**src/rtl/xif_result_reorder_buffer.sv**
```systemverilog
// In-order result return for XIF-offloaded instructions: tracks issue, commit/kill and
// out-of-order completion per entry, and presents the oldest committed, completed result.
module xif_result_reorder_buffer #(
    parameter int DEPTH       = 4,
    parameter int X_ID_WIDTH  = 4,
    parameter int X_RFW_WIDTH = 32,
    parameter int XLEN        = 32
) (
    input  logic                        clk,
    input  logic                        rst,
    input  logic                        issue_valid,
    output logic                        issue_ready,
    input  logic [X_ID_WIDTH-1:0]       issue_id,
    input  logic [4:0]                  issue_rd,
    input  logic                        issue_writeback,
    input  logic                        commit_valid,
    input  logic [X_ID_WIDTH-1:0]       commit_id,
    input  logic                        commit_kill,
    input  logic                        done_valid,
    input  logic [X_ID_WIDTH-1:0]       done_id,
    input  logic [X_RFW_WIDTH-1:0]      done_data,
    input  logic                        done_exc,
    input  logic [5:0]                  done_exccode,
    output logic                        result_valid,
    input  logic                        result_ready,
    output logic [X_ID_WIDTH-1:0]       result_id,
    output logic [X_RFW_WIDTH-1:0]      result_data,
    output logic [4:0]                  result_rd,
    output logic                        result_we,
    output logic                        result_exc,
    output logic [5:0]                  result_exccode,
    output logic [$clog2(DEPTH+1)-1:0]  outstanding,
    output logic                        empty
);
    localparam int PW = $clog2(DEPTH);
    localparam int CW = $clog2(DEPTH + 1);
    localparam logic [CW-1:0] DEPTH_C = CW'(DEPTH);

    if (X_RFW_WIDTH != XLEN && X_RFW_WIDTH != 2 * XLEN) begin : g_bad_rfw
        $error("X_RFW_WIDTH must be XLEN or 2*XLEN");
    end

    logic [DEPTH-1:0]       valid_q, valid_d;
    logic [DEPTH-1:0]       cmt_q, cmt_d;
    logic [DEPTH-1:0]       kill_q, kill_d;
    logic [DEPTH-1:0]       done_q, done_d;
    logic [PW-1:0]          head_q, head_d;
    logic [PW-1:0]          tail_q, tail_d;
    logic [CW-1:0]          count_q, count_d;

    logic [X_ID_WIDTH-1:0]  id_q   [DEPTH];
    logic [4:0]             rd_q   [DEPTH];
    logic [X_RFW_WIDTH-1:0] data_q [DEPTH];
    logic [5:0]             code_q [DEPTH];
    logic [DEPTH-1:0]       wb_q;
    logic [DEPTH-1:0]       exc_q;

    logic [DEPTH-1:0]       cmt_hit;
    logic [DEPTH-1:0]       done_hit;
    logic                   alloc;
    logic                   alloc_cmt;
    logic                   kill_retire;
    logic                   retire;

    assign issue_ready = (count_q < DEPTH_C);
    assign alloc       = issue_valid & issue_ready;
    // A commit racing its own issue lands directly in the freshly written entry.
    assign alloc_cmt   = commit_valid & (commit_id == issue_id);

    // Already-committed entries ignore further commits so a presented result cannot be killed.
    always_comb begin
        for (int i = 0; i < DEPTH; i++) begin
            cmt_hit[i]  = commit_valid & valid_q[i] & ~cmt_q[i] & (id_q[i] == commit_id);
            done_hit[i] = done_valid & valid_q[i] & ~(cmt_q[i] & kill_q[i])
                          & (id_q[i] == done_id);
        end
    end

    assign kill_retire  = valid_q[head_q] & cmt_q[head_q] & kill_q[head_q];
    assign result_valid = valid_q[head_q] & cmt_q[head_q] & ~kill_q[head_q] & done_q[head_q];
    assign retire       = kill_retire | (result_valid & result_ready);

    always_comb begin
        valid_d = valid_q;
        cmt_d   = cmt_q;
        kill_d  = kill_q;
        done_d  = done_q;
        head_d  = head_q;
        tail_d  = tail_q;
        count_d = count_q + CW'(alloc) - CW'(retire);
        for (int i = 0; i < DEPTH; i++) begin
            if (cmt_hit[i]) begin
                cmt_d[i]  = 1'b1;
                kill_d[i] = commit_kill;
            end
            if (done_hit[i]) begin
                done_d[i] = 1'b1;
            end
        end
        if (retire) begin
            valid_d[head_q] = 1'b0;
            head_d          = head_q + PW'(1);
        end
        // Never collides with the retiring slot: tail == head with a valid head means full.
        if (alloc) begin
            valid_d[tail_q] = 1'b1;
            cmt_d[tail_q]   = alloc_cmt;
            kill_d[tail_q]  = alloc_cmt & commit_kill;
            done_d[tail_q]  = 1'b0;
            tail_d          = tail_q + PW'(1);
        end
    end

    always_ff @(posedge clk or posedge rst) begin
        if (rst) begin
            valid_q <= '0;
            cmt_q   <= '0;
            kill_q  <= '0;
            done_q  <= '0;
            head_q  <= '0;
            tail_q  <= '0;
            count_q <= '0;
        end else begin
            valid_q <= valid_d;
            cmt_q   <= cmt_d;
            kill_q  <= kill_d;
            done_q  <= done_d;
            head_q  <= head_d;
            tail_q  <= tail_d;
            count_q <= count_d;
        end
    end

    // Payload carries no reset; the done flag guards stale contents of a reused slot.
    always_ff @(posedge clk) begin
        for (int i = 0; i < DEPTH; i++) begin
            if (done_hit[i]) begin
                data_q[i] <= done_data;
                exc_q[i]  <= done_exc;
                code_q[i] <= done_exccode;
            end
        end
        if (alloc) begin
            id_q[tail_q] <= issue_id;
            rd_q[tail_q] <= issue_rd;
            wb_q[tail_q] <= issue_writeback;
        end
    end

    assign result_id      = result_valid ? id_q[head_q]   : '0;
    assign result_data    = result_valid ? data_q[head_q] : '0;
    assign result_rd      = result_valid ? rd_q[head_q]   : '0;
    assign result_exc     = result_valid & exc_q[head_q];
    assign result_exccode = result_valid ? code_q[head_q] : '0;
    assign result_we      = result_valid & wb_q[head_q] & ~exc_q[head_q];

    assign outstanding = count_q;
    assign empty       = (count_q == '0);

endmodule
```
**config.mk**
```make
export PLATFORM = sky130hd
export DESIGN_NAME = xif_result_reorder_buffer
export DESIGN_NICKNAME = d
export VERILOG_FILES = /design/src/rtl/xif_result_reorder_buffer.sv
export SDC_FILE = /design/constraint.sdc
export NUM_CORES = 1
export LEC_CHECK = 0
export ABC_AREA = 0
export BUFFER_PORTS_ARGS = -buffer_cell sky130_fd_sc_hd__buf_2
export CORE_MARGIN = 4
export CORE_UTILIZATION = 60
export CTS_BUF_LIST = sky130_fd_sc_hd__clkbuf_4 sky130_fd_sc_hd__clkbuf_8
export DETAILED_ROUTE_END_ITERATION = 16
export PLACE_DENSITY = 0.89
export SLEW_MARGIN = 30
export SYNTH_ARGS = -nofsm -noshare
export SYNTH_HDL_FRONTEND = slang
export SYNTH_SLANG_ARGS = --single-unit
```
**constraint.sdc**
```tcl
create_clock -name clk -period 10.3 [get_ports clk]
set_clock_uncertainty 0.2 [all_clocks]
set_input_delay 1.03 -clock clk [delete_from_list [all_inputs] [get_ports clk]]
set_output_delay 1.03 -clock clk [all_outputs]
set_load 0.03 [all_outputs]
```
==> results of run 1 <==
==> worst reg2reg max path, stage by stage (launching register included) <==
cell and delay, ns:
dfrtp_2 0.53, buf_4 0.62, mux2_2 0.30, nand3_1 0.10, a31oi_2 0.48, ha_1 0.33
inv_1 0.05, ha_1 0.13, inv_1 0.05, fa_1 0.37, xnor2_1 0.19, xnor2_1 0.15
==> synthesized netlist by cell type, drive strengths merged (4+ instances only) <==
library cell  number
nor3               6
nand4              9
xor2              23
a31oi              5
o21a               4
xnor2             17
nand2             16
inv               17
dfrtp             23
edfxtp           196
mux4              51
ha                10
nor2b             49
nand3              9
nor2              10
clkbuf             7
buf               15
==> per-layer routing <==
metal / share of wire / GRT usage / up-vias
li1: - / - / 2213
met1: 0.39 / 0.279 / 2485
met2: 0.53 / 0.367 / 210
met3: 0.067 / 0.0535 / 28
met4: 0.018 / 0.0683 / 0
met5: 0 / 0 / -
==> cells in the final DEF, fill, tap and decap left out, drive strengths merged, types with 4 or more instances in the layout <==
cell | Yosys | layout
clkbuf | 7 | 51
o21a | 4 | 4
nor2b | 49 | 49
mux4 | 51 | 51
buf | 15 | 128
nand2 | 16 | 16
dfrtp | 23 | 23
nand3 | 9 | 9
ha | 10 | 10
edfxtp | 196 | 196
xnor2 | 17 | 17
nor2 | 10 | 10
xor2 | 23 | 23
nand4 | 9 | 9
a31oi | 5 | 5
nor3 | 6 | 6
inv | 17 | 16
clkinv | 0 | 9
==> sequential cells by signal (all words and copies together) (netlist names), 3 cells and up <==
signal and cells:
done_q 4, id_q 16, data_q 128, wb_q 4, cmt_q 4, outstanding 3, code_q 24, valid_q 4
exc_q 4, kill_q 4, rd_q 20
==> worst min-delay path by stage <==
| stage | depth (start not counted) | endpoint | slack [ns] |
|---|---|---|---|
| 5_1_grt | 1 | done_q[3]$_DFF_PP0_ | 0.30 |
| 3_5_place_dp | 1 | done_q[3]$_DFF_PP0_ | 0.28 |
| 3_3_place_gp | 1 | done_q[3]$_DFF_PP0_ | 0.27 |
| 2_1_floorplan | 1 | done_q[2]$_DFF_PP0_ | 0.26 |
| 6_report | 1 | done_q[3]$_DFF_PP0_ | 0.29 |
| 4_1_cts | 1 | done_q[3]$_DFF_PP0_ | 0.29 |
==> cells by family (layout without fill, tap and decap cells) <==
| logic type | after synthesis | after routing | synth area share |
|---|---|---|---|
| AOI/OAI and AO/OA | 21 | 21 | 0.0170 |
| muxes | 54 | 54 | 0.130 |
| buffers and inverters | 39 | 205 | 0.0181 |
| adders and majority gates | 11 | 11 | 0.0159 |
| other | 0 | 1 | 0 |
| DFF | 219 | 219 | 0.710 |
| and+or+nand+nor | 112 | 112 | 0.0705 |
| xor gates and xnor gates | 40 | 40 | 0.0385 |
==> per-stage QoR <==
| stage | hold slack (ns) | util | cell area (µm²) | worst slack, ns |
|---|---|---|---|---|
| 4_1_cts | 0.290 | 0.722 | 10600 | 5.72 |
| 5_1_grt | 0.298 | 0.722 | 10600 | 5.58 |
| 2_1_floorplan | 0.259 | - | 9100 | 1.98 |
| 3_3_place_gp | 0.272 | 0.675 | 9920 | 5.93 |
| 6_report | 0.287 | 0.722 | 10600 | 5.75 |
| 3_5_place_dp | 0.280 | 0.676 | 9940 | 6.26 |
==> where the power goes <==
part	internal, mW	total [mW]	switching (mW)
sequential	1.06	1.15	0.0919
clock	0.392	0.695	0.303
combinational	0.398	0.952	0.554
==> layout make-up <==
cell class	instances	area, µm²
Clock buffer	51	633
Fill cell	870	4090
Tap cell	184	230
Sequential cell	219	6470
Antenna cell	1	2.50
Clock inverter	9	37.5
Inverter	17	63.8
Timing Repair Buffer	128	678
Multi-Input combinational cell	238	2500
==> results.yml, run 1 <==
timing:
  fmax_mhz: 220
  timing.final.crit_share: 0.442
  slew-limit-headroom: 0.431
  grt_setup_unrepaired: "no"
  setup_tns_ns: 0
  setup_viol: 0
  hold_viol_final: 0
  worst_slew_pin_slew_ns: 0.848
  layout_min_cycle_time_ns: 4.55
  maxSlewViolCount: 0
floorplan:
  pin_count: 119
  die-area_um2: 17200
  rows: 44
  die_h_um: 131
  die_width_um: 131
  coreArea_um2: 14700
  initial_core_util: 0.619
routing:
  drc: 0
  first_pass_iters: 5
  wire_per_inst_um: 21.2
  wl_um: 17900
  ant_nets: 0
  vias: 4936
  drt-vias-per-instance: 5.83
  drt_iter0_markers: 395
clocking:
  cts_root_buffer: "clkbuf_8"
  cts_resized: 0
  clk_latency_ns: 0.51
  hold_buffers: 0
  clkTransAtPathRegs_ns: 0.05
  htree_levels: 2
  cts_buffers: 35
  clock_path_buffers: 3
  clkSinkCount: 219
  cts_tree: "done"
  postCtsSetupRepairBufs: 0
pwr:
  vdd_drop_max_uv: 172
  power_leakage_nw: 3.86
  p_per_area_nw_per_um2: 264
  power.total_mw: 2.80
logic_synthesis:
  syn_nets: 571
  ys_seq_area_frac: 0.710
  synthTopCellsByArea: "edfxtp_1 (65%), mux4_2 (13%), dfrtp_1 (6.3%), nor2b_1 (3.4%), xor2_1 (2.2%)"
  yosysWarnings: 0
  async_reset_ff_frac: 0.105
  synth_top_cell_by_area: "edfxtp_1"
  ys_ff_latch: 219
  synth_cells: 496
  synth_top_area_share: 0.647
  synth_area_um2: 9100
  syn_avg_cell_area_um2: 18.3
  synth_edf_count: 196
  synthFlopType: "edfxtp_1"
  netlist-cell-type-count: 39
worst_setup_path:
  rrSetupSlack_ns: 6.73
  crit_start: "head_q[1]$_DFFE_PP0N_"
  worstPathArrival_ns: 3.32
  worst_r2r_endpoint: "outstanding[2]$_DFF_PP0_"
  critPathKind: "reg -> out"
  endpoint_kind: "output pin"
  critical_path.endpoint: "result_id[0]"
  cp_max_fo: 50
  required_ns: 9.07
  path_cells: "buf_4 -> mux2_2 -> nor2_1 -> or4_4 -> nor2b_1 -> buf_2"
  r2r-start: "head_q[1]$_DFFE_PP0N_"
  worst-path-stages: 6
  critPathTopFamily: "simple AND/OR/NAND/NOR gates"
  max_stage_delay_ns: 0.80
  crit_buf_inv: 2
  cp_slowest_cell: "or4_4"
  reg2reg_depth: 11
  start_kind: "flip-flop"
global_routing:
  overflow: 0
  grt_max_degree: 51
  grt_pass1_wl_um: 28800
  first_global_vias: 5288
  grt_util_all_layers: 0.216
  antenna_found_initial: 0
placed_design:
  io_buffers: 118
  dp_hpwl_um: 12000
  dp_cells: 786
  gp_congestion: 0.867
worst_hold_path:
  hp-start: "done_q[3]$_DFF_PP0_"
  hold_class: "reg -> reg"
cells_and_area:
  final_nets: 714
  final_cells: 847
  syn2layout_area_growth_pct: 16.6
  drive_above_1_share: 0.369
flow_run:
  drv_cap: 0
run_status:
  status: "completed"
No activity file was read; power rests on OpenSTA's default activity.
==> inputs of run 2 (changes only) <==
- clock period: 10.3 -> 4.2 ns (I/O delays scaled with it)
==> run 2 against run 1 <==
  * Register-to-register slack got worse by 5.6 ns
  * Sequential share of layout area decreased by 2.8 points
  * Clock power increased by 150%
  * Worst hold slack got worse by 0.21 ns
  * Sequential cell count unchanged
  * Largest cell class unchanged
==> results.yml, run 2 (synthesized netlist as in run 1, its figures left out) <==
cells_and_area:
  fillers: 823
  final_nets: 762
  finalInstanceArea_um2: 11100
  final_common_cell: "edfxtp_1"
  multi_input_area_um2: 2540
  top_register: "data_q"
  seq_area_um2: 6470
  final_cells: 895
  syn2layout_area_growth_pct: 22.1
  fin_util: 0.756
  largest_reg_flops: 128
  final_cell_mix: "edfxtp_1 (196), buf_2 (118), mux4_2 (51), dlygate4sd3_1 (50), nor2b_1 (49)"
  drive_above_1_share: 0.349
  reg_top3: "data_q x128, code_q x24, rd_q x20"
worst_setup_path:
  start_kind: "flip-flop"
  cp_slowest_cell: "or4_4"
  worstPathArrival_ns: 2.98
  critPathKind: "reg -> out"
  worst_r2r_endpoint: "outstanding[2]$_DFF_PP0_"
  endpoint_kind: "output pin"
  path_cells: "inv_1 -> mux4_2 -> or4_4 -> nor2b_1 -> buf_2"
  rrSetupSlack_ns: 1.12
  required_ns: 3.58
  reg2reg_depth: 11
  r2r-start: "head_q[1]$_DFFE_PP0N_"
  cp_max_fo: 50
  max_stage_delay_ns: 0.80
clocking:
  cts_resized: 0
  postCtsSetupRepairBufs: 0
  hold_buffers: 50
  cts_root_buffer: "clkbuf_8"
  cts_tree: "done"
  htree_levels: 2
  clkTransAtPathRegs_ns: 0.06
  cts_buffers: 35
  clk_latency_ns: 0.52
  clock_path_buffers: 3
  clkSinkCount: 219
pwr:
  power.total_mw: 6.95
  p_per_area_nw_per_um2: 626
  p_int_mw: 4.52
  sw_frac_of_total: 0.349
  seqPwrFrac: 0.399
  clkPwrFrac: 0.246
  vdd_drop_max_uv: 485
  power_leakage_nw: 4.05
  p_sw_mw: 2.43
  p_comb_frac: 0.355
routing:
  vias: 5230
  first_pass_iters: 5
  drt-vias-per-instance: 5.84
  ant_nets: 0
  wire_per_inst_um: 21.6
  wl_um: 19400
  drt_iter0_markers: 455
  drc: 0
run_status:
  status: "completed"
floorplan:
  pin_count: 119
  initial_core_util: 0.619
  coreArea_um2: 14700
  die_h_um: 131
  die-area_um2: 17200
  rows: 44
  die_width_um: 131
timing:
  worst_slew_pin_slew_ns: 0.861
  layout_min_cycle_time_ns: 3.60
  timing.final.crit_share: 0.857
  fmax_mhz: 278
  maxSlewViolCount: 0
  grt_setup_unrepaired: "no"
  setup_tns_ns: 0
  setup_viol: 0
  hold_viol_final: 0
  hold_slack_ns: 0.0772
  worst_slack_ns: 0.600
  slew-limit-headroom: 0.422
placed_design:
  dp_cells: 784
  detailedPlace.worstSlack_ns: 1.12
  place_area_um2: 9950
  gp_congestion: 0.834
  dp_hpwl_um: 11700
  io_buffers: 118
global_routing:
  first_global_vias: 5584
  grt_util_all_layers: 0.230
  antenna_found_initial: 1
  grt_pass1_wl_um: 30900
  grt_max_degree: 51
  overflow: 0
worst_hold_path:
  holdPathStages: 3
  hold_class: "in -> reg"
  hp-start: "commit_kill"
  whs_endpoint: "kill_q[1]$_DFF_PP0_"
flow_run:
  drv_cap: 0
## run 2: cell types whose count changed in the layout (fill, tap and decap cells not counted), moves of 3 or more
| cell | previous run | this run |
|---|---|---|
| dlygate4sd3_1 | 0 | 50 |
| clkinv_1 | 9 | 3 |
| clkbuf_8 | 40 | 36 |
| clkinv_2 | 0 | 4 |
| clkbuf_4 | 11 | 14 |
| clkinvlp_4 | 1 | 4 |
| nor4_2 | 3 | 0 |
| nor4_4 | 0 | 3 |
## run 2: area by class of cell
type,instances,area share
antenna,1,0.000225
clock buffer,50,0.0540
clock inverter,10,0.00518
inverter,17,0.00574
multi-input combinational,238,0.228
sequential,219,0.582
tap,184,0.0207
timing repair buffer,176,0.104
## run 2: how the worst max path moves through the flow
stage	startpoint	cells after the start	endpoint
3_3_place_gp	head_q[0]$_DFFE_PP0N_	5	result_data[1]
2_1_floorplan	id_q[2][0]$_DFFE_PP_	2	code_q[2][0]$_DFFE_PP_
4_1_cts	head_q[0]$_DFFE_PP0N_	5	result_data[16]
6_report	head_q[0]$_DFFE_PP0N_	5	result_data[0]
5_1_grt	head_q[0]$_DFFE_PP0N_	5	result_data[0]
3_5_place_dp	head_q[1]$_DFFE_PP0N_	11	outstanding[2]$_DFF_PP0_
## run 2: per-layer routing
layer,vias to the layer above,share of wire,track usage
met2,213,0.52,0.382
met5,-,0,0
li1,2309,-,-
met1,2676,0.40,0.303
met3,32,0.060,0.0581
met4,0,0.020,0.0735
## run 2: power by group through the flow
| stage | combinational [mW] | sequential (mW) | clock, mW |
|---|---|---|---|
| 2_1_floorplan | 1.83 | 2.77 | 0 |
| 3_3_place_gp | 2.37 | 2.80 | 0 |
| 3_5_place_dp | 2.43 | 2.81 | 0 |
| 4_1_cts | 2.48 | 2.77 | 1.73 |
| 5_1_grt | 2.65 | 2.80 | 1.85 |
| 6_report | 2.47 | 2.78 | 1.71 |
## run 2: critical path: cells and delay by family (launching register included)
kind | cells | cell delay [ns]
and+or+nand+nor | 2 | 1.09
DFF | 1 | 0.56
buffers and inverters | 2 | 0.46
muxes | 1 | 0.36
==> inputs of run 3 (changes only) <==
- BUFFER_PORTS_ARGS: -buffer_cell sky130_fd_sc_hd__buf_2 -> -buffer_cell sky130_fd_sc_hd__buf_4
- SKIP_CTS_REPAIR_TIMING: unset -> 1
==> run 3 against run 2 <==
  * Clock-buffer cell count is 4 higher
  * Final area is 3.3% higher
  * Sequential power hardly changed
  * Critical path type unchanged
  * Global-route usage fell by 1.4 points
  * Highest routed layer unchanged
  * Register-to-register slack got worse by 0.16 ns
  * Die area is the same
  * Worst hold slack got worse by 0.024 ns
==> results.yml, run 3 (synthesized netlist as in run 1, its figures left out) <==
run_status:
  status: "completed"
timing:
  slew-limit-headroom: 0.457
  maxSlewViolCount: 0
  hold_viol_final: 0
  grt_setup_unrepaired: "no"
  worst_slew_pin_slew_ns: 0.809
  fmax_mhz: 266
  layout_min_cycle_time_ns: 3.75
  setup_tns_ns: 0
  timing.final.crit_share: 0.894
  setup_viol: 0
worst_setup_path:
  required_ns: 3.58
  worstPathArrival_ns: 3.13
  max_stage_delay_ns: 0.73
  path_cells: "buf_4 -> mux4_2 -> or4_4 -> nor2b_1 -> buf_4"
  r2r-start: "head_q[1]$_DFFE_PP0N_"
  endpoint_kind: "output pin"
  rrSetupSlack_ns: 0.96
  cp_max_fo: 50
  reg2reg_depth: 11
  worst_r2r_endpoint: "outstanding[2]$_DFF_PP0_"
  cpMostUsedCell: "buf_4"
  critPathKind: "reg -> out"
  cp_slowest_cell: "or4_4"
  start_kind: "flip-flop"
clocking:
  htree_levels: 2
  cts_tree: "done"
  clk_latency_ns: 0.52
  cts_root_buffer: "clkbuf_8"
  clkTransAtPathRegs_ns: 0.06
  clock_path_buffers: 3
  clkSinkCount: 219
  cts_buffers: 35
global_routing:
  first_global_vias: 5310
  grt_util_all_layers: 0.215
  antenna_found_initial: 0
  grt_max_degree: 51
  overflow: 0
  grt_pass1_wl_um: 28900
routing:
  drt-vias-per-instance: 5.83
  wl_um: 19600
  ant_nets: 0
  vias: 5244
  wire_per_inst_um: 21.8
  first_pass_iters: 5
  drc: 0
  drt_iter0_markers: 438
worst_hold_path:
  hp-start: "commit_kill"
  hold_class: "in -> reg"
  holdPathStages: 3
  whs_endpoint: "kill_q[0]$_DFF_PP0_"
cells_and_area:
  reg_top3: "data_q x128, code_q x24, rd_q x20"
  top_register: "data_q"
  insertedDiodeCount: 0
  drive_above_1_share: 0.350
  largest_reg_flops: 128
  final_nets: 763
  final_cells: 899
  final_common_cell: "edfxtp_1"
  final_cell_mix: "edfxtp_1 (196), buf_4 (127), mux4_2 (51), dlygate4sd3_1 (50), nor2b_1 (49)"
  syn2layout_area_growth_pct: 26.1
placed_design:
  dp_hpwl_um: 11900
  io_buffers: 118
  gp_congestion: 0.861
  dp_cells: 785
floorplan:
  die-area_um2: 17200
  coreArea_um2: 14700
  initial_core_util: 0.619
  pin_count: 119
  die_h_um: 131
  die_width_um: 131
  rows: 44
pwr:
  p_per_area_nw_per_um2: 632
  vdd_drop_max_uv: 582
  power_leakage_nw: 4.16
flow_run:
  drv_cap: 0
-- run 3: cell types whose count changed in the layout (fill, tap and decap cells not counted) --
cell and delta:
clkinv_2 -2, clkbuf_4 +1, bufinv_16 +1, buf_2 -118
buf_4 +120, clkinvlp_4 -3, clkbuf_8 +3, inv_6 +1
diode_2 -1, buf_6 -1, clkinv_1 +3
-- run 3: cell type report --
class | count | area (µm²)
multi-input cells | 238 | 2540
clock inverters | 10 | 75.1
inverters | 17 | 63.8
clock buffers | 54 | 649
repair buffers | 177 | 1450
fillers | 782 | 3220
flip-flops and latches | 219 | 6470
well taps | 184 | 230
-- run 3: how the worst max path moves through the flow --
stage / start / end / slack [ns] / cells after the start
5_1_grt: head_q[1]$_DFFE_PP0N_ / result_data[1] / 0.32 / 5
6_report: head_q[1]$_DFFE_PP0N_ / result_data[12] / 0.45 / 5
3_5_place_dp: head_q[1]$_DFFE_PP0N_ / result_data[1] / 0.94 / 5
3_3_place_gp: head_q[1]$_DFFE_PP0N_ / result_data[1] / 0.97 / 5
4_1_cts: head_q[1]$_DFFE_PP0N_ / result_data[1] / 0.38 / 5
2_1_floorplan: id_q[2][0]$_DFFE_PP_ / code_q[2][0]$_DFFE_PP_ / 0.39 / 2
-- run 3: stage by stage --
stage                     cell area [µm²]  hold WS, ns  power, mW   util  setup WS [ns]
after floorplan                      9130        0.222       4.61      -          0.385
after global routing                11500       0.0492       7.59  0.781          0.316
after global placement              10300        0.270       5.33  0.697          0.971
after CTS                           11000       -0.116       7.23  0.747          0.384
final                               11500       0.0531       7.25  0.781          0.447
after detailed placement            10300        0.278       5.41  0.697          0.942
-- run 3: critical path: cells and delay by family (launching register included) --
family                 cells  cell delay, ns
and+or+nand+nor            2            1.01
buffers and inverters      2            0.63
muxes                      1            0.58
DFF                        1            0.38
-- run 3: layer usage --
layer,track usage,vias up,share of wire,wire (µm)
met1,0.280,2685,0.39,7720
met3,0.0543,30,0.060,1180
met2,0.364,212,0.53,10400
li1,-,2317,-,-
met5,0,-,0,0
met4,0.0677,0,0.015,293
-- run 3: power by group --
group          switching [mW]  total [mW]  internal (mW)
clock                   0.788        1.84           1.05
combinational            1.51        2.66           1.15
sequential              0.148        2.75           2.60
total                    2.45        7.25           4.81
